===== config.mk =====
export PLATFORM = sky130hd
export DESIGN_NAME = rsa_encoder
export DESIGN_NICKNAME = d
export VERILOG_FILES = /design/src/rtl/rsa_encoder_pkg.sv /design/src/rtl/rsa_encoder_mont_mul.sv /design/src/rtl/rsa_encoder.sv
export SDC_FILE = /design/constraint.sdc
export NUM_CORES = 1
export LEC_CHECK = 0
export BUFFER_PORTS_ARGS = -buffer_cell sky130_fd_sc_hd__buf_2
export CAP_MARGIN = 10
export CORE_ASPECT_RATIO = 1.25
export CORE_MARGIN = 5
export CORE_UTILIZATION = 35
export DETAILED_ROUTE_END_ITERATION = 12
export GPL_TIMING_DRIVEN = 0
export PLACE_DENSITY = 0.6
export SETUP_SLACK_MARGIN = 0.05
export SLEW_MARGIN = 0
export SYNTH_ARGS = -nofsm -noshare
export SYNTH_HDL_FRONTEND = slang
export SYNTH_HIERARCHICAL = 1
export SYNTH_SLANG_ARGS = --single-unit

===== constraint.sdc =====
create_clock -name clk -period 7.65 [get_ports clk]
set_clock_uncertainty 0.1 [all_clocks]
set_input_delay 1.53 -clock clk [delete_from_list [all_inputs] [get_ports clk]]
set_output_delay 1.53 -clock clk [all_outputs]
set_load 0.1 [all_outputs]

===== src/rtl/rsa_encoder_pkg.sv =====
`default_nettype none
// +----------------------------------------------------------------------------+
// | Module      : rsa_encoder_pkg                                              |
// | Description : Shared key parameters, FSM state types and Montgomery        |
// |               multiplier phase encoding for the RSA encoder.               |
// | Revision    : 1.0 - initial release                                        |
// +----------------------------------------------------------------------------+
package rsa_encoder_pkg;

    // Default key set (modulus 3551 = 53 * 67, e = 5, d = 1373)
    localparam int unsigned DEF_N_BIT  = 12;
    localparam int unsigned DEF_LOGR   = 3;
    localparam logic [11:0] DEF_N      = 12'd3551;
    localparam logic [2:0]  DEF_P      = 3'd1;
    localparam logic [11:0] DEF_RMODN  = 12'd545;
    localparam logic [11:0] DEF_R2MODN = 12'd2292;
    localparam logic [11:0] DEF_E      = 12'd5;

    // Exponentiation controller states
    typedef enum logic [2:0] {
        ST_IDLE      = 3'd0,
        ST_TO_MONT   = 3'd1,
        ST_SQR       = 3'd2,
        ST_MUL       = 3'd3,
        ST_FROM_MONT = 3'd4,
        ST_DONE      = 3'd5,
        ST_WAIT_LOW  = 3'd6
    } rsa_state_t;

    // Montgomery multiplier phases: idle/issue, digit loop, final subtract
    typedef enum logic [1:0] {
        MM_IDLE = 2'd0,
        MM_RUN  = 2'd1,
        MM_SUB  = 2'd2
    } mm_phase_t;

endpackage : rsa_encoder_pkg
`default_nettype wire


===== src/rtl/rsa_encoder_mont_mul.sv =====
`default_nettype none
// +----------------------------------------------------------------------------+
// | Module      : rsa_encoder_mont_mul                                         |
// | Description : Radix-2^LOGR interleaved Montgomery multiplier computing     |
// |               a*b*2^-N_BIT mod N. One issue cycle, N_BIT/LOGR digit        |
// |               cycles and one conditional-subtract cycle. done is high      |
// |               during the subtract cycle while result is valid.             |
// | Revision    : 1.0 - initial release                                        |
// +----------------------------------------------------------------------------+
module rsa_encoder_mont_mul
    import rsa_encoder_pkg::*;
#(
    parameter int unsigned      N_BIT = DEF_N_BIT,
    parameter int unsigned      LOGR  = DEF_LOGR,
    parameter logic [N_BIT-1:0] N     = DEF_N,
    parameter logic [LOGR-1:0]  P     = DEF_P
) (
    input  logic             clk,
    input  logic             rst_n,
    input  logic             start,
    input  logic [N_BIT-1:0] a,
    input  logic [N_BIT-1:0] b,
    output logic [N_BIT-1:0] result,
    output logic             done
);

    localparam int unsigned K  = N_BIT / LOGR;
    // Accumulator headroom: S + a_j*b + q*N never exceeds N_BIT+LOGR+2 bits
    localparam int unsigned SW = N_BIT + LOGR + 2;
    localparam int unsigned CW = $clog2(K + 1);
    localparam logic [CW-1:0] C_LAST = CW'(K - 1);

    mm_phase_t        r_phase;
    logic [N_BIT-1:0] r_a;
    logic [N_BIT-1:0] r_b;
    logic [SW-1:0]    r_s;
    logic [CW-1:0]    r_cnt;

    logic [SW-1:0]    w_n_ext;
    logic [SW-1:0]    w_b_ext;
    logic [SW-1:0]    w_d_ext;
    logic [SW-1:0]    w_s1;
    logic [LOGR-1:0]  w_q;
    logic [SW-1:0]    w_qn;
    logic [SW-1:0]    w_s2;
    logic [SW-1:0]    w_s_next;
    logic [N_BIT-1:0] w_diff;

    // One digit step: add a_j*b, pick q to clear the low digit, add q*N, shift out
    always_comb begin
        w_n_ext  = {{(SW-N_BIT){1'b0}}, N};
        w_b_ext  = {{(SW-N_BIT){1'b0}}, r_b};
        w_d_ext  = {{(SW-LOGR){1'b0}}, r_a[LOGR-1:0]};
        w_s1     = r_s + (w_b_ext * w_d_ext);
        w_q      = w_s1[LOGR-1:0] * P;
        w_qn     = w_n_ext * {{(SW-LOGR){1'b0}}, w_q};
        w_s2     = w_s1 + w_qn;
        w_s_next = w_s2 >> LOGR;
    end

    // Final reduction: after K steps S < 2N, so one subtraction suffices.
    // The true difference fits in N_BIT bits, so a narrow subtract is exact.
    always_comb begin
        w_diff = r_s[N_BIT-1:0] - N;
        result = (r_s >= w_n_ext) ? w_diff : r_s[N_BIT-1:0];
        done   = (r_phase == MM_SUB);
    end

    // Phase sequencer and operand/accumulator registers
    always_ff @(posedge clk or negedge rst_n) begin
        if (!rst_n) begin
            r_phase <= MM_IDLE;
            r_a     <= '0;
            r_b     <= '0;
            r_s     <= '0;
            r_cnt   <= '0;
        end else begin
            case (r_phase)
                MM_IDLE: begin
                    if (start) begin
                        r_a     <= a;
                        r_b     <= b;
                        r_s     <= '0;
                        r_cnt   <= '0;
                        r_phase <= MM_RUN;
                    end
                end
                MM_RUN: begin
                    r_s   <= w_s_next;
                    r_a   <= r_a >> LOGR;
                    r_cnt <= r_cnt + 1'b1;
                    if (r_cnt == C_LAST) begin
                        r_phase <= MM_SUB;
                    end
                end
                MM_SUB: begin
                    r_phase <= MM_IDLE;
                end
                default: begin
                    r_phase <= MM_IDLE;
                end
            endcase
        end
    end

endmodule : rsa_encoder_mont_mul
`default_nettype wire


===== src/rtl/rsa_encoder.sv =====
`default_nettype none
// +----------------------------------------------------------------------------+
// | Module      : rsa_encoder                                                  |
// | Description : RSA encryption engine, data_out = data_in^E mod N, using     |
// |               left-to-right square-and-multiply over all N_BIT exponent    |
// |               bits in the Montgomery domain. One word in flight.           |
// | Revision    : 1.0 - initial release                                        |
// +----------------------------------------------------------------------------+
module rsa_encoder
    import rsa_encoder_pkg::*;
#(
    parameter int unsigned      N_BIT  = DEF_N_BIT,
    parameter int unsigned      LOGR   = DEF_LOGR,
    parameter logic [N_BIT-1:0] N      = DEF_N,
    parameter logic [LOGR-1:0]  P      = DEF_P,
    parameter logic [N_BIT-1:0] RMODN  = DEF_RMODN,
    parameter logic [N_BIT-1:0] R2MODN = DEF_R2MODN,
    parameter logic [N_BIT-1:0] E      = DEF_E
) (
    input  logic             clk,
    input  logic             rst_n,
    input  logic             start,
    input  logic [N_BIT-1:0] data_in,
    output logic [N_BIT-1:0] data_out,
    output logic             done
);

    localparam int unsigned      IW     = $clog2(N_BIT);
    localparam logic [IW-1:0]    C_TOP  = IW'(N_BIT - 1);
    localparam logic [N_BIT-1:0] C_ONE  = {{(N_BIT-1){1'b0}}, 1'b1};

    rsa_state_t       r_state;
    logic [N_BIT-1:0] r_m;
    logic [N_BIT-1:0] r_xm;
    logic [N_BIT-1:0] r_a;
    logic [IW-1:0]    r_i;
    logic             r_issued;

    logic             w_op_state;
    logic             w_mm_start;
    logic [N_BIT-1:0] w_mm_a;
    logic [N_BIT-1:0] w_mm_b;
    logic [N_BIT-1:0] w_mm_result;
    logic             w_mm_done;

    // Operand selection per state; a new multiply is issued once per op state
    always_comb begin
        w_mm_a     = r_a;
        w_mm_b     = r_a;
        w_op_state = 1'b0;
        case (r_state)
            ST_TO_MONT: begin
                w_mm_a     = r_m;
                w_mm_b     = R2MODN;
                w_op_state = 1'b1;
            end
            ST_SQR: begin
                w_op_state = 1'b1;
            end
            ST_MUL: begin
                w_mm_b     = r_xm;
                w_op_state = 1'b1;
            end
            ST_FROM_MONT: begin
                w_mm_b     = C_ONE;
                w_op_state = 1'b1;
            end
            default: begin
                w_op_state = 1'b0;
            end
        endcase
        w_mm_start = w_op_state && !r_issued;
    end

    rsa_encoder_mont_mul #(
        .N_BIT (N_BIT),
        .LOGR  (LOGR),
        .N     (N),
        .P     (P)
    ) u_mont_mul (
        .clk    (clk),
        .rst_n  (rst_n),
        .start  (w_mm_start),
        .a      (w_mm_a),
        .b      (w_mm_b),
        .result (w_mm_result),
        .done   (w_mm_done)
    );

    // Exponentiation controller: state, bit counter, Montgomery registers, outputs
    always_ff @(posedge clk or negedge rst_n) begin
        if (!rst_n) begin
            r_state  <= ST_IDLE;
            r_m      <= '0;
            r_xm     <= '0;
            r_a      <= '0;
            r_i      <= '0;
            r_issued <= 1'b0;
            data_out <= '0;
            done     <= 1'b0;
        end else begin
            done <= 1'b0;
            if (w_mm_start) begin
                r_issued <= 1'b1;
            end
            case (r_state)
                ST_IDLE: begin
                    if (start) begin
                        r_m     <= data_in;
                        r_a     <= RMODN;
                        r_i     <= C_TOP;
                        r_state <= ST_TO_MONT;
                    end
                end
                ST_TO_MONT: begin
                    if (w_mm_done) begin
                        r_xm     <= w_mm_result;
                        r_issued <= 1'b0;
                        r_state  <= ST_SQR;
                    end
                end
                ST_SQR: begin
                    if (w_mm_done) begin
                        r_a      <= w_mm_result;
                        r_issued <= 1'b0;
                        if (E[r_i]) begin
                            r_state <= ST_MUL;
                        end else if (r_i == '0) begin
                            r_state <= ST_FROM_MONT;
                        end else begin
                            r_i     <= r_i - 1'b1;
                            r_state <= ST_SQR;
                        end
                    end
                end
                ST_MUL: begin
                    if (w_mm_done) begin
                        r_a      <= w_mm_result;
                        r_issued <= 1'b0;
                        if (r_i == '0) begin
                            r_state <= ST_FROM_MONT;
                        end else begin
                            r_i     <= r_i - 1'b1;
                            r_state <= ST_SQR;
                        end
                    end
                end
                ST_FROM_MONT: begin
                    if (w_mm_done) begin
                        r_a      <= w_mm_result;
                        r_issued <= 1'b0;
                        r_state  <= ST_DONE;
                    end
                end
                ST_DONE: begin
                    data_out <= r_a;
                    done     <= 1'b1;
                    r_state  <= ST_WAIT_LOW;
                end
                ST_WAIT_LOW: begin
                    // A held request must be released before the next word is taken
                    if (!start) begin
                        r_state <= ST_IDLE;
                    end
                end
                default: begin
                    r_state <= ST_IDLE;
                end
            endcase
        end
    end

endmodule : rsa_encoder
`default_nettype wire


After elaboration in Yosys (flattened, before gate mapping):

Memory sizes are Yosys's and may differ from the RTL's.
Index checks and enable logic that the tools add are counted.

* $add $sub $neg: 5
* multiply operators: 2
* div/mod/pow operators: 0
* order comparisons: 2
* equality and inequality tests: 19
* shift-type cells: 0
* mux-type cells: 36
* bitwise gates (word level): 0
* reductions and logical operators: 18

Operators by type and width (number)
* 12-bit 2-to-1 mux: 5
* 12-bit one-hot mux with 2 select lines: 2
* 12-bit one-hot mux with 3 select lines: 1
* 17-bit by 15-bit adder with 17-bit output: 2
* 17-bit one-hot mux with 2 select lines: 1
* 3-bit 2-to-1 mux: 9
* 3-bit one-hot mux with 7 select lines: 1
* 4-bit 2-to-1 mux: 5
* 17-bit by 12-bit >= comparator with 1-bit output, second input constant: 1
* 17-bit 2-to-1 mux: 1
* 12-bit by 3-bit multiplier with 15-bit output: 1
* 12-bit by 3-bit multiplier with 15-bit output, first input constant: 1
* 2-bit by 1-bit != test with 1-bit output, second input constant: 7
* 4-bit one-hot mux with 3 select lines: 1
* 12-bit subtractor, second input constant: 1
* 2-bit AND reduction: 5
* 3-bit by 2-bit == test with 1-bit output, second input constant: 3
* 3-bit == test, second input constant: 3
* 1-bit 2-to-1 mux: 6
* 2-bit != test, second input constant: 3
* 3-bit one-hot mux with 2 select lines: 1
* 6-bit AND reduction: 1
* 4-bit by 5-bit less-than comparator with 1-bit output, second input constant: 1
* 5-bit AND reduction: 1
* 17 further kinds: 19

* register bits after elaboration: 103
* latch bits: 0
* bits in writable memories: 0
* memory bits (read-only): 16
* input port bits: 15
* output and inout bits: 13
* word-level logic and storage cells: 96
* memories: 1

Memories
* (name not given): words 16, width 1, read ports 1, clocked after Yosys merged registers in 0, write ports 0, line rsa_encoder.sv:126 `if (E[r_i]) begin`

Logic depth before layout (Yosys ltp):

* depth in word-level cells: 7
* depth in mapped cells: 23
* gate-level depth less buffers: 21

Modules after synthesis:

Netlist, hierarchy kept.

Modules (own cells, without submodules)
* rsa_encoder_mont_mul: instances 1, cells an instance 541, area an instance 4575.6 um^2, seq. area each 1076.0 um^2
* rsa_encoder: instances 1, cells an instance 270, area an instance 2852.7 um^2, seq. area each 1426.4 um^2

Worst setup path after synthesis:

OpenSTA, ideal clock, no wires.

* kind: flip-flop to flip-flop
* start point: reg u_mont_mul.r_a[2]
* end point: reg u_mont_mul.r_s[10]
* library setup time: 0.121 ns
* arrival time: 5.154 ns
* required time: 7.429 ns
* path slack: 2.275 ns
* cell stages (with the launch flop): 18
* path buffers: 1
* period minus slack after synthesis: 5.375 ns
* path through: dfrtp_1 > clkbuf_1 > nand2_1 > fa_1 > fa_1 > inv_1 > fa_1 > inv_1 > fa_1 > inv_1 > fa_1 > ha_1 > a21o_1 > a221o_1 > o221ai_2 > o21bai_2 > xor2_1 > a22o_1

* word-level cells in the longest chain between the ends: 5

Ends and longest elaborated chain
* start, declared: line rsa_encoder_mont_mul.sv:34 `logic [N_BIT-1:0] r_a;`
* start signal, assigned: line rsa_encoder_mont_mul.sv:90 `r_a <= r_a >> LOGR;`
* 12-bit by 3-bit multiplier with 15-bit output (*): line rsa_encoder_mont_mul.sv:54 `w_s1 = r_s + (w_b_ext * w_d_ext);`
* 17-bit by 15-bit adder with 17-bit output (*): line rsa_encoder_mont_mul.sv:54
* 12-bit by 3-bit multiplier with 15-bit output: line rsa_encoder_mont_mul.sv:56 `w_qn = w_n_ext * {{(SW-LOGR){1'b0}}, w_q};`
* 17-bit by 15-bit adder with 17-bit output (*): line rsa_encoder_mont_mul.sv:57 `w_s2 = w_s1 + w_qn;`
* 17-bit one-hot mux with 2 select lines (*): line rsa_encoder_mont_mul.sv:78 `case (r_phase)`
* end signal, assigned: line rsa_encoder_mont_mul.sv:89 `r_s <= w_s_next;`
* end, declared: line rsa_encoder_mont_mul.sv:36 `logic [SW-1:0] r_s;`

Mark *: on every way between the ends. The rest lies on a longest branch, timed or not.
A chain may end at the register's enable or synchronous reset.

Worst setup path after layout:

Ends and elaborated chain as after synthesis.

==> impl_results.md <==
* Worst Hold Class: flop to flop
* Fin crit period at 5.96 ns
* CTS tree: done
* Pre-antenna DRT Iters at 4
* Cell Area, Synth at around 7400 sq um
* P&R area growth vs syn at 10.3%
* H-Tree Depth at 3
* Critical path endpoint category: flop
* Wire per inst at 16.1 um
* Status: completed
* WS Path Type: flop to flop
* Vias at 5714
* Layout cells sized above 1 at 0.126
* Die width at 140 um
* Total Die Area at 24300 sq um
* Max cap viols at 0
* RSZ-0062 raised after global routing: no
* Core region area at 20900 sq um
* Kind of start point of the critical path: flop
* Mapped Cells at 811
* CTS buffer count at 9
* Syn_nets at 903
* Port buffer count at 27
* Slew HR at 0.570
* Fillers at 2130
* EDFF count, synth at 0
* Tightest Pin Transition at 0.646 ns
* Final setup viols at 0
* Vias per cell at 5.07
* Initial Util at 0.356
* Path depth of the worst reg2reg path at 17
* Worst path arrival time at 6.10 ns
* Buffer type at the clock tree root: clkbuf_16
* DRT Wirelength at ~18000 um
* Hold_buf cts at 0
* Pre-CTS WS at between 1.5 and 2 ns
* Gr ovfl total at 0
* Synth Flop Type: dfrtp_1
* N_diodes at 0
* WP data required at between 7 and 8 ns
* Die Span Y at 173 um
* Post-synth top area share at 0.337
* GPL Wtd Cong at between 0.8 and 0.9
* Top cells by area, synth: dfrtp_1 (34%), fa_1 (9.7%), ha_1 (6.9%)
* Register bit count reported by yosys at 100
* Final WS setup at 1.69 ns
* Routed Antenna Nets at 0
* Setup Buffers After CTS at 0
* Fmax achieved at 168 MHz
* Largest fanout on the critical path at 10
* Iteration-0 DRC Markers at 370
* CTS sink count at 100
* Fin. max-slew vios at 0
* Vias in the first global route at 5834
* Yosys cell types at 74
* FFs w/ async S/R, synth at 1.00
* Initial antenna violation count at 0
* Register area share after synthesis at 0.337
* First-pass GRT wire length at 30100 um
* Setup_tns at 0 ns
* Warnings, synthesis at 6
* # IOs at 28
* Hold depth at 2
* FP Rows at 59
* Final worst path period share at 0.778
* Clock buffer depth at 2
* Syn avg cell area at 9.16 sq um
* Clk slew on worst S/H paths at 0.07 ns
* R2R setup slack at 1.69 ns
* Largest net degree at the start of global routing at 63
* Clk_lat worst skew at 0.35 ns
* Total GRT Usage at 0.153
* Largest area contributor in the netlist: dfrtp_1
* FF-to-FF End: u_mont_mul/r_s[10]
* Hold endpoint: data_out[11]
* Remaining routing DRC violations at 0
* Post-CTS sizing at 0
* Min-Delay Startpoint: data_out[11]
* Nets@finish at 942
* DPL Wire Length at 14500 um
* Final hold violations at 0
* Worst R2R Start: u_mont_mul/r_a[2]
synth_stat cells, types with 11 or more instances:
cell type,n
nand2_1,108
dfrtp_1,100
inv_1,96
o21ai_0,58
ha_1,41
fa_1,36
and2_1,35
mux2_2,34
nor2_1,34
a21oi_1,30
clkbuf_1,22
nand3_1,21
xnor2_1,19
a21o_1,13
a31oi_1,12
mux2i_1,11
xor2_1,11
placed cells by master (no fill, tap or decap), types with 4 or more instances in the layout:
master / instances
ha_1: 41
mux2_2: 34
fa_1: 36
a22oi_1: 5
xor2_1: 11
buf_2: 31
o21ai_1: 5
a31oi_1: 12
buf_6: 5
xnor2_1: 19
clkbuf_16: 9
o21bai_1: 4
nand4_1: 5
o21ai_0: 58
a21o_1: 13
nor2b_1: 6
nand2_1: 108
clkbuf_1: 22
nand3_1: 21
and2_1: 35
nand3b_1: 4
o22ai_1: 8
nor2_1: 34
o21a_1: 7
nand2b_1: 5
mux2i_1: 11
inv_1: 96
dfrtp_1: 100
a21oi_1: 30
a211oi_1: 5
sequential cells by signal, indices dropped and copies added, names as in the netlist, named ones only:
name,count
u_mont_mul/r_a,12
u_mont_mul/r_phase,2
u_mont_mul/r_cnt,3
u_mont_mul/r_s,14
r_m,12
r_state,3
r_xm,12
data_out,12
done,1
u_mont_mul/r_b,12
r_i,4
r_a,12
per-stage QoR:
step / instance area (sq um) / instances / hold WS, ns / util
after global placement: 7910 / 1112 / 0.361 / 0.378
after global routing: 8190 / 1126 / 0.419 / 0.392
after detailed placement: 7940 / 1113 / 0.371 / 0.380
final: 8190 / 1126 / 0.385 / 0.392
after CTS: 8190 / 1126 / 0.387 / 0.392
after floorplan: 7430 / 811 / 0.366 / -
worst max-delay path, cell delays in order, from the launching register on:
cell	delay (ns)
dfrtp_1	0.41
clkbuf_1	0.34
nand2_1	0.14
fa_1	0.54
fa_1	0.51
inv_1	0.07
fa_1	0.76
inv_1	0.12
fa_1	0.52
inv_1	0.16
fa_1	0.41
ha_1	0.36
a21o_1	0.21
a221o_1	0.41
o221ai_2	0.32
o21bai_2	0.09
xor2_1	0.15
a22o_1	0.23
cells by family after synthesis:
group,share of synthesized area
XOR/XNOR,0.0354
AO/OA/AOI/OAI,0.162
adder cells (fa/ha/maj),0.166
AND/OR/NAND/NOR,0.157
flip-flops,0.337
buffers and inverters,0.0726
multiplexers,0.0704
layer usage:
metal	up-vias	GRT usage	wire length (um)	part of all wire
met2	89	0.270	9160	0.51
met4	0	0.0485	379	0.021
met1	2797	0.193	8080	0.45
met3	21	0.0204	486	0.027
met5	-	0	0	0
li1	2807	-	-	-
area by class of cell:
cell class                 instances  area (sq um)  share of cell area
buffer                            35           175              0.0214
multi-input combinational        579          4390               0.536
clock inverter                     4          30.0             0.00367
inverter                          97           364              0.0444
clock buffer                       9           225              0.0275
sequential                       100          2500               0.305
timing repair buffer              28           165              0.0202
tap                              274           343              0.0419
worst max path at each step:
stage	from	end	slack, ns	cells past startpoint
3_3_place_gp	u_mont_mul/r_a[2]	u_mont_mul/r_s[10]	1.70	17
5_1_grt	u_mont_mul/r_a[1]	u_mont_mul/r_s[10]	1.34	17
3_5_place_dp	u_mont_mul/r_a[2]	u_mont_mul/r_s[10]	1.66	17
6_report	u_mont_mul/r_a[2]	u_mont_mul/r_s[10]	1.69	17
4_1_cts	u_mont_mul/r_a[2]	u_mont_mul/r_s[10]	1.63	17
2_1_floorplan	u_mont_mul/r_a[2]	u_mont_mul/r_s[10]	2.27	17
Power is not shown: default switching activity piles up to over one toggle a cycle in this logic, so the estimate is an artifact.
